===== src/rtl/sata_phy_rx_monitor_pkg.sv =====
// Shared SATA PHY receive constants: ALIGN primitive, K mask, monitor state codes.
// Latency: n/a (constants and a pure helper function only).
// Backpressure: n/a.
package sata_phy_rx_monitor_pkg;

    // ALIGN primitive as seen on the wire: K28.5 in byte 0, D10.2 D10.2 D27.3 above it
    localparam logic [31:0] PRIM_ALIGN   = 32'h7B4A4ABC;
    // Only byte 0 of an ALIGN carries a K character
    localparam logic [3:0]  ALIGN_K_MASK = 4'b0001;

    // Receive monitor state encodings; also exported on mon_state for debug
    localparam logic [1:0]  ST_IDLE    = 2'd0;
    localparam logic [1:0]  ST_ACQUIRE = 2'd1;
    localparam logic [1:0]  ST_SYNCED  = 2'd2;
    localparam logic [1:0]  ST_LOST    = 2'd3;

    // Increment an 8-bit event counter, holding at all-ones instead of wrapping
    function automatic logic [7:0] sat_inc8(input logic [7:0] v);
        return (v == 8'hFF) ? v : v + 8'd1;
    endfunction

endpackage


===== src/rtl/sata_prim_match.sv =====
// Compares a received dword/K pair against a primitive and flags unusable dwords.
// Latency: purely combinational, zero cycles.
// Backpressure: none; evaluates every cycle.
module sata_prim_match #(
    parameter logic [31:0] PRIM   = 32'h7B4A4ABC,
    parameter logic [3:0]  K_MASK = 4'b0001
) (
    input  logic [31:0] din,
    input  logic [3:0]  is_k,
    input  logic        byte_is_aligned,
    input  logic        elec_idle,
    input  logic        phy_error,
    output logic        match,
    output logic        bad
);

    // A dword with a decode error, lost comma alignment or idle line is unusable,
    // and an unusable dword is never accepted as a primitive even if the bits agree
    always_comb begin
        bad   = phy_error || !byte_is_aligned || elec_idle;
        match = (is_k == K_MASK) && (din == PRIM) && !bad;
    end

endmodule


===== src/rtl/sata_phy_rx_monitor.sv =====
// Tracks receive sync from ALIGN spacing and dword errors, strips ALIGNs toward the link layer.
// Latency: datapath outputs are registered, one cycle after the input dword.
// Backpressure: none; the transceiver stream is consumed every cycle.
module sata_phy_rx_monitor
    import sata_phy_rx_monitor_pkg::*;
#(
    parameter int ALIGN_TIMEOUT = 1024,
    parameter int ERROR_LIMIT   = 4,
    parameter int SYNC_ALIGNS   = 2
) (
    input  logic        clk,
    input  logic        rst,
    input  logic        linkup,
    input  logic [31:0] rx_din,
    input  logic [3:0]  rx_is_k,
    input  logic        rx_byte_is_aligned,
    input  logic        rx_elec_idle,
    input  logic        phy_error,
    output logic [31:0] rx_dout,
    output logic [3:0]  rx_is_k_out,
    output logic        rx_valid,
    output logic        align_detected,
    output logic        rx_ready,
    output logic        sync_lost,
    output logic [7:0]  sync_loss_count,
    output logic [1:0]  mon_state
);

    localparam int GAP_W = $clog2(ALIGN_TIMEOUT + 1);
    localparam int ERR_W = $clog2(ERROR_LIMIT + 1);
    localparam int ACQ_W = $clog2(SYNC_ALIGNS + 1);

    // Terminal values: a limit is reached when the counter already sits one below
    // it and the current dword is one more event of the same kind
    localparam logic [GAP_W-1:0] GAP_LAST = GAP_W'(ALIGN_TIMEOUT - 1);
    localparam logic [ERR_W-1:0] ERR_LAST = ERR_W'(ERROR_LIMIT - 1);
    localparam logic [ACQ_W-1:0] ACQ_LAST = ACQ_W'(SYNC_ALIGNS - 1);

    logic             align;
    logic             bad;

    logic [1:0]       state_q, state_d;
    logic [ACQ_W-1:0] acq_q, acq_d;
    logic [GAP_W-1:0] gap_q, gap_d;
    logic [ERR_W-1:0] err_q, err_d;
    logic [7:0]       loss_cnt_q;

    logic [31:0]      dout_q;
    logic [3:0]       is_k_q;
    logic             valid_q;
    logic             align_det_q;

    logic             gap_hit;
    logic             err_hit;

    sata_prim_match #(
        .PRIM   (PRIM_ALIGN),
        .K_MASK (ALIGN_K_MASK)
    ) u_align_match (
        .din             (rx_din),
        .is_k            (rx_is_k),
        .byte_is_aligned (rx_byte_is_aligned),
        .elec_idle       (rx_elec_idle),
        .phy_error       (phy_error),
        .match           (align),
        .bad             (bad)
    );

    // Limit detection for the current dword, shared by ACQUIRE and SYNCED
    always_comb begin
        gap_hit = !align && (gap_q == GAP_LAST);
        err_hit = bad && (err_q == ERR_LAST);
    end

    // Next-state and counter update; linkup low overrides everything and
    // every exit into IDLE or LOST leaves the counters clean for the next attempt
    always_comb begin
        state_d = state_q;
        acq_d   = acq_q;
        gap_d   = gap_q;
        err_d   = err_q;
        if (!linkup) begin
            state_d = ST_IDLE;
            acq_d   = '0;
            gap_d   = '0;
            err_d   = '0;
        end else begin
            case (state_q)
                ST_IDLE: begin
                    state_d = ST_ACQUIRE;
                    acq_d   = '0;
                    gap_d   = '0;
                    err_d   = '0;
                end
                ST_ACQUIRE: begin
                    if (align) begin
                        gap_d = '0;
                        if (acq_q == ACQ_LAST) begin
                            state_d = ST_SYNCED;
                            acq_d   = '0;
                            err_d   = '0;
                        end else begin
                            acq_d = acq_q + ACQ_W'(1);
                        end
                    end else begin
                        acq_d = '0;
                        if (gap_hit) begin
                            state_d = ST_LOST;
                            gap_d   = '0;
                            err_d   = '0;
                        end else begin
                            gap_d = gap_q + GAP_W'(1);
                        end
                    end
                end
                ST_SYNCED: begin
                    gap_d = align ? '0 : gap_q + GAP_W'(1);
                    err_d = bad ? err_q + ERR_W'(1) : '0;
                    // Timeout and error limit together still mean one loss
                    if (gap_hit || err_hit) begin
                        state_d = ST_LOST;
                        acq_d   = '0;
                        gap_d   = '0;
                        err_d   = '0;
                    end
                end
                default: begin
                    state_d = ST_ACQUIRE;
                    acq_d   = '0;
                    gap_d   = '0;
                    err_d   = '0;
                end
            endcase
        end
    end

    // State, sync counters and the sticky saturating loss count
    always_ff @(posedge clk) begin
        if (rst) begin
            state_q    <= ST_IDLE;
            acq_q      <= '0;
            gap_q      <= '0;
            err_q      <= '0;
            loss_cnt_q <= '0;
        end else begin
            state_q <= state_d;
            acq_q   <= acq_d;
            gap_q   <= gap_d;
            err_q   <= err_d;
            if (state_q == ST_LOST) begin
                loss_cnt_q <= sat_inc8(loss_cnt_q);
            end
        end
    end

    // One-cycle registered datapath; validity uses the state before this update,
    // so the acquiring ALIGN and anything before it never shows as valid
    always_ff @(posedge clk) begin
        if (rst) begin
            dout_q      <= '0;
            is_k_q      <= '0;
            valid_q     <= 1'b0;
            align_det_q <= 1'b0;
        end else begin
            dout_q      <= rx_din;
            is_k_q      <= rx_is_k;
            valid_q     <= (state_q == ST_SYNCED) && linkup && !align && !bad;
            align_det_q <= align && linkup;
        end
    end

    assign rx_dout         = dout_q;
    assign rx_is_k_out     = is_k_q;
    assign rx_valid        = valid_q;
    assign align_detected  = align_det_q;
    assign rx_ready        = (state_q == ST_SYNCED);
    assign sync_lost       = (state_q == ST_LOST);
    assign sync_loss_count = loss_cnt_q;
    assign mon_state       = state_q;

endmodule


===== config.mk =====
export PLATFORM = sky130hd
export DESIGN_NAME = sata_phy_rx_monitor
export DESIGN_NICKNAME = d
export VERILOG_FILES = /design/src/rtl/sata_phy_rx_monitor_pkg.sv /design/src/rtl/sata_prim_match.sv /design/src/rtl/sata_phy_rx_monitor.sv
export SDC_FILE = /design/constraint.sdc
export NUM_CORES = 1
export LEC_CHECK = 0
export BUFFER_PORTS_ARGS = -buffer_cell sky130_fd_sc_hd__buf_2
export CAP_MARGIN = 25
export CORE_UTILIZATION = 48
export CTS_CLUSTER_DIAMETER = 40
export DETAILED_ROUTE_END_ITERATION = 10
export PLACE_DENSITY = 0.79
export REMOVE_ABC_BUFFERS = 1
export SLEW_MARGIN = 20
export SYNTH_ARGS = -nofsm -noshare
export SYNTH_HDL_FRONTEND = slang
export SYNTH_SLANG_ARGS = --single-unit

===== constraint.sdc =====
create_clock -name clk -period 2.5 [get_ports clk]
set_clock_uncertainty 0.1 [all_clocks]
set_input_delay 0.125 -clock clk [delete_from_list [all_inputs] [get_ports clk]]
set_output_delay 0.125 -clock clk [all_outputs]
set_load 0.01 [all_outputs]

# After elaboration in Yosys (flattened, before gate mapping)
# Index checks and enable logic that the tools add are counted.
[word_totals]
rom_bits = 0
input_bits = 42
out_inout_bits = 50
ff_bits = 64
ramBits = 0
memories = 0
wordCells = 65
latchBits = 0
[classes]
mul = 0
muxes = 20
n_div = 0
n_eq_ne = 12
order_cmp = 0
n_bitwise = 2
n_shift = 0
reduce_logical = 18
n_addsub = 4
[op_table]
columns = ["cell", "count"]
rows = [
  ["two-way mux 11 bit", 4],
  ["== test 32 x 31 -> 1 bit (second input constant)", 1],
  ["case mux 11 bit (2 select lines)", 1],
  ["two-way mux 3 bit", 5],
  ["two-way mux 2 bit", 7],
  ["adder 11 x 1 -> 11 bit (second input constant)", 1],
  ["== test 11 x 10 -> 1 bit (second input constant)", 1],
  ["adder 8 x 1 -> 8 bit (second input constant)", 1],
  ["== test 8 bit (second input constant)", 1],
  ["logical AND 1 bit", 8],
  ["case mux 2 bit (2 select lines)", 2],
  ["!= test 3 bit (second input constant)", 2],
  ["case mux 3 bit (2 select lines)", 1],
  ["== test 2 x 1 -> 1 bit (second input constant)", 2],
  ["== test 2 bit (second input constant)", 2],
  ["== test 4 x 1 -> 1 bit (second input constant)", 1],
  ["AND reduction 2 bit", 2],
  ["adder 3 x 1 -> 3 bit (second input constant)", 1],
  ["== test 3 x 2 -> 1 bit (second input constant)", 1],
  ["zero test 1 bit", 3],
  ["logical OR 1 bit", 3],
  ["AND reduction 3 bit", 1],
  ["adder 2 x 1 -> 2 bit (second input constant)", 1],
  ["!= test 2 x 1 -> 1 bit (second input constant)", 1],
  ["other kinds (2)", 3],
]

# Depth between registers and ports, before layout
[logic_depth]
depth_word = 10
ltp_mapped = 8
depth_no_buf = 7

# Hierarchy
# From an unflattened synthesis, not the netlist that was laid out.
[unflattened]
cells_unflattened = 239
hier_area_um2 = 2409.8
[modules_own_cells]
columns = ["mod", "seq_area_each_um2", "cells_per_inst", "n_inst", "area_each_um2"]
rows = [
  ["sata_phy_rx_monitor", 1281.2, 224, 1, 2283.4],
  ["sata_prim_match", 0.0, 15, 1, 126.4],
]

# Worst setup path before layout
# Ideal clock, no wire load.
[synth_timing]
path_type = "reg2reg"
startpoint = "register state_q[0] (netlist: mon_state[0])"
endpoint = "register state_q[0] (netlist: mon_state[0])"
setup_time_ps = 70
t_arrival_ps = 1774
slack_ps = 557
period_less_slack_ps = 1943
t_required_ps = 2330
path_stages_with_launch = 7
cell_sequence = "dfxtp_1 > inv_1 > ha_1 > o21a_1 > or4_1 > a31o_2 > a21oi_1"
[synth_via]
elab_chain_len = 3
word_cells_on_any_way = 7
classes_between = "eq/ne: 5; mux: 1; reduce/logical: 1"
[synth_rtl]
columns = ["item", "line", "text"]
rows = [
  ["start: declaration", "sata_phy_rx_monitor.sv:42", "logic [1:0] state_q, state_d;"],
  ["start signal: assignment", "sata_phy_rx_monitor.sv:146", "state_q <= state_d;"],
  ["== test 2 bit (*)", "-", ""],
  ["net rx_ready", "sata_phy_rx_monitor.sv:23", "output logic rx_ready,"],
  ["!= test 2 x 1 -> 1 bit (no line)", "-", ""],
  ["AND reduction 3 bit (no line)", "-", ""],
]
# The timed path passes the listed nets; every way through them passes the cells marked *.
# A chain may end at the register's enable or synchronous reset.

# Worst setup path after layout
[layout_timing]
startpoint = "input rx_din[12]"
endpoint = "register acq_q[0]"
[layout_via]
elab_chain_len = 7
word_cells_on_any_way = 9
classes_between = "eq/ne: 2; mux: 2; reduce/logical: 5"
[layout_rtl]
columns = ["item", "line", "text"]
rows = [
  ["start: declaration", "sata_phy_rx_monitor.sv:14", "input logic [31:0] rx_din,"],
  ["== test 32 x 31 -> 1 bit (*)", "sata_prim_match.sv:21", "match = (is_k == K_MASK) && (din == PRIM) && !bad;"],
  ["logical AND 1 bit (*) (2 in a row)", "sata_prim_match.sv:21", ""],
  ["zero test 1 bit", "sata_phy_rx_monitor.sv:71", "gap_hit = !align && (gap_q == GAP_LAST);"],
  ["logical AND 1 bit", "sata_phy_rx_monitor.sv:71", ""],
  ["logical OR 1 bit", "sata_phy_rx_monitor.sv:120", "if (gap_hit || err_hit) begin"],
  ["!= test 2 x 1 -> 1 bit (no line)", "-", ""],
  ["end signal: assignment", "sata_phy_rx_monitor.sv:147", "acq_q <= acq_d;"],
  ["end: declaration", "sata_phy_rx_monitor.sv:43", "logic [ACQ_W-1:0] acq_q, acq_d;"],
]
# Mark *: on every way between the ends. The rest lies on a longest branch, timed or not.

==> run summary <==
r2r endpoint: gap_q[9]
Final Hold Viols: 0
CP peak stage delay: 0.57 ns
final setup fails: 0
PortBufs: 91
num ports: 92
Async SR Flop Fraction: 0
Clock Sinks: 64
antenna violations before repair: 0
chip width: 73.11 um
fmax: 422.0 MHz
Critical Path Start Type: primary input
leakage power: 1.536 nW
CTS buffer count: 9
clock latency at the later pin of the worst-skew pair: 0.34 ns
Max Root-Sink Buffers: 2
Synth Warn #: 0
ANT nets after route: 0
Routed WL per cell: 15.63 um
Avg Synthesized Cell Area: 10.16 um2
critical path class: in -> reg
worst flop-to-flop path startpoint: err_q[0]
CP required: 2.66 ns
outcome: complete, no violations
core area: 0.004786 mm2
Root Buffer: clkbuf_8
DR vias: 2330
GP Congestion: 0.8553
Post-Syn Instances: 239
DIE HEIGHT: 73.11 um
Setup Fix Bufs, Post-CTS: 0
CTS tree: built
Placed Cells: 394
PostCTS Resize Cnt: 0
Starting Density: 0.5072
Yosys reg bits: 64
final setup margin: 0.1302 ns
Layout Cell Area excl Fill: 0.003567 mm2
CP endpoint: acq_q[0]
period utilisation layout: 0.9479
dpl cell area: 0.002965 mm2
fraction of layout cells with a size suffix above 1: 0.3045
vias in the first global route: 2292
worst slack at placement: 0.3776 ns
Slew Viols, Final: 0
critical path, cell by cell: dlygate4sd3_1, buf_2, nor4b_2, nand4_1, or3_1, or4b_1, a21oi_1
antenna fix cells: 0
Synth Cell Area: 0.002427 mm2
TritonRoute pass-1 iters: 5
Slew HR: 0.6716
Post-synth EDFFs: 0
setup TNS after final layout: 0 ns
slew at the pin closest to its max-slew limit: 0.4884 ns
H-Tree Depth: 3
Detail Placement HPWL: 3700 um
HP Class: in -> reg
max cap viols: 0
post-synthesis sequential area ratio: 0.5278
RSZ-0062 raised after global routing: false
global-route wire length before repair: 10800 um
Critical Path End Type: flip-flop
num rows: 25
ys flop type: dfxtp_1
grt total ovfl: 0
PwrDens: 638.8 mW/mm2
area growth from synthesis to layout: 46.96%
Netlist cell types: 38
Hold Worst Slack: 0.04818 ns
hold_buf cts: 38
post-synth top area share: 0.5278
CP max stage cell: dlygate4sd3_1
crit path launch: rx_din[12]
via/cell ratio: 5.201
peak supply drop: 0.4928 mV
Synth area leader: dfxtp_1
largest net degree at the start of global routing: 46
Residual DRC: 0
count leader, synth: dfxtp_1
reg2reg setup slack: 0.36 ns
Layout Cells excl Fill: 448
Post-synth top cells: dfxtp_1 (64), nor2b_1 (38), nor2_1 (25), nand3_1 (11), xnor2_1 (9)
post-route minimum period: 2.370 ns
WP data arrival: 2.53 ns
Final #Nets: 425
drt initial violations: 144
reg2reg path depth: 7
crit-path max FO: 5
aggregate global-route resource usage: 0.2738
Post-Route WL: 7002 um
CTS clk-pin slew, worst paths: 0.06 ns
die footprint: 0.005345 mm2
largest cells by area after synthesis: dfxtp_1 (53%), nor2b_1 (9.8%), nor2_1 (3.9%)
==> power by group <==
| group | switching, W | internal, W |
|---|---|---|
| Sequential | 0.0000118 | 0.00105 |
| Clock | 0.000396 | 0.000587 |
| Combinational | 0.000108 | 0.000122 |
==> layout make-up <==
| cell class | instances | area [um2] |
|---|---|---|
| sequential | 64 | 1281 |
| fill | 320 | 1219 |
| multi-input combinational | 162 | 1096 |
| timing repair buffer | 132 | 858.3 |
| clock buffer | 11 | 141.4 |
| tap | 67 | 83.83 |
| clock inverter | 5 | 80.08 |
| inverter | 7 | 26.28 |
==> sequential cells by signal (all words and copies together), names as in the netlist, 2 cells and up <==
name             flops
rx_dout             32
gap_q               11
sync_loss_count      8
rx_is_k_out          4
err_q                3
acq_q                2
mon_state            2
==> per-stage QoR <==
stage / util / total power [W]
final: 0.7454 / 0.002279
after CTS: 0.7454 / 0.002278
after global placement: 0.6196 / 0.001253
after global routing: 0.7454 / 0.002357
after floorplan: - / 0.001162
after detailed placement: 0.6196 / 0.001255
==> placed cells by master, fill, tap and decap left out, types with 9 or more instances in the layout <==
master	count
dlygate4sd3_1	38
dfxtp_1	64
xnor2_1	9
clkbuf_8	10
nor2b_1	38
buf_2	91
nor2_1	25
nand3_1	11
==> worst min-delay path by stage <==
| stage | from | cells past startpoint | to | slack [ns] |
|---|---|---|---|---|
| after floorplan | rst | 1 | sync_loss_count[5] | 0.09 |
| after global placement | rx_din[19] | 2 | rx_dout[19] | 0.25 |
| after detailed placement | rx_din[27] | 2 | rx_dout[27] | 0.25 |
| after CTS | linkup | 3 | acq_q[0] | 0.03 |
| after global routing | linkup | 3 | acq_q[0] | 0.05 |
| final | linkup | 3 | align_detected | 0.05 |
==> critical path: cells and delay by family <==
kind                   cells  cell delay, ns
AO/OA/AOI/OAI              1            0.15
buffers and inverters      2            0.72
AND/OR/NAND/NOR            4            1.53
==> logic make-up after synthesis <==
logic type / share of synthesized area
flip-flops: 0.5278
AO/OA/AOI/OAI: 0.05773
XOR/XNOR: 0.05052
multiplexers: 0.008248
AND/OR/NAND/NOR: 0.2990
adder cells (fa/ha/maj): 0.03608
buffers and inverters: 0.02062
==> metal layers <==
layer | routed length (um) | share of wire | vias up | GRT usage
li1 | - | - | 1095 | -
met1 | 2724 | 0.39 | 1082 | 0.2984
met5 | 0 | 0 | - | 0
met3 | 571 | 0.082 | 28 | 0.08011
met4 | 238 | 0.034 | 0 | 0.1634
met2 | 3467 | 0.50 | 125 | 0.4691
No activity file was read; power rests on OpenSTA's default activity.
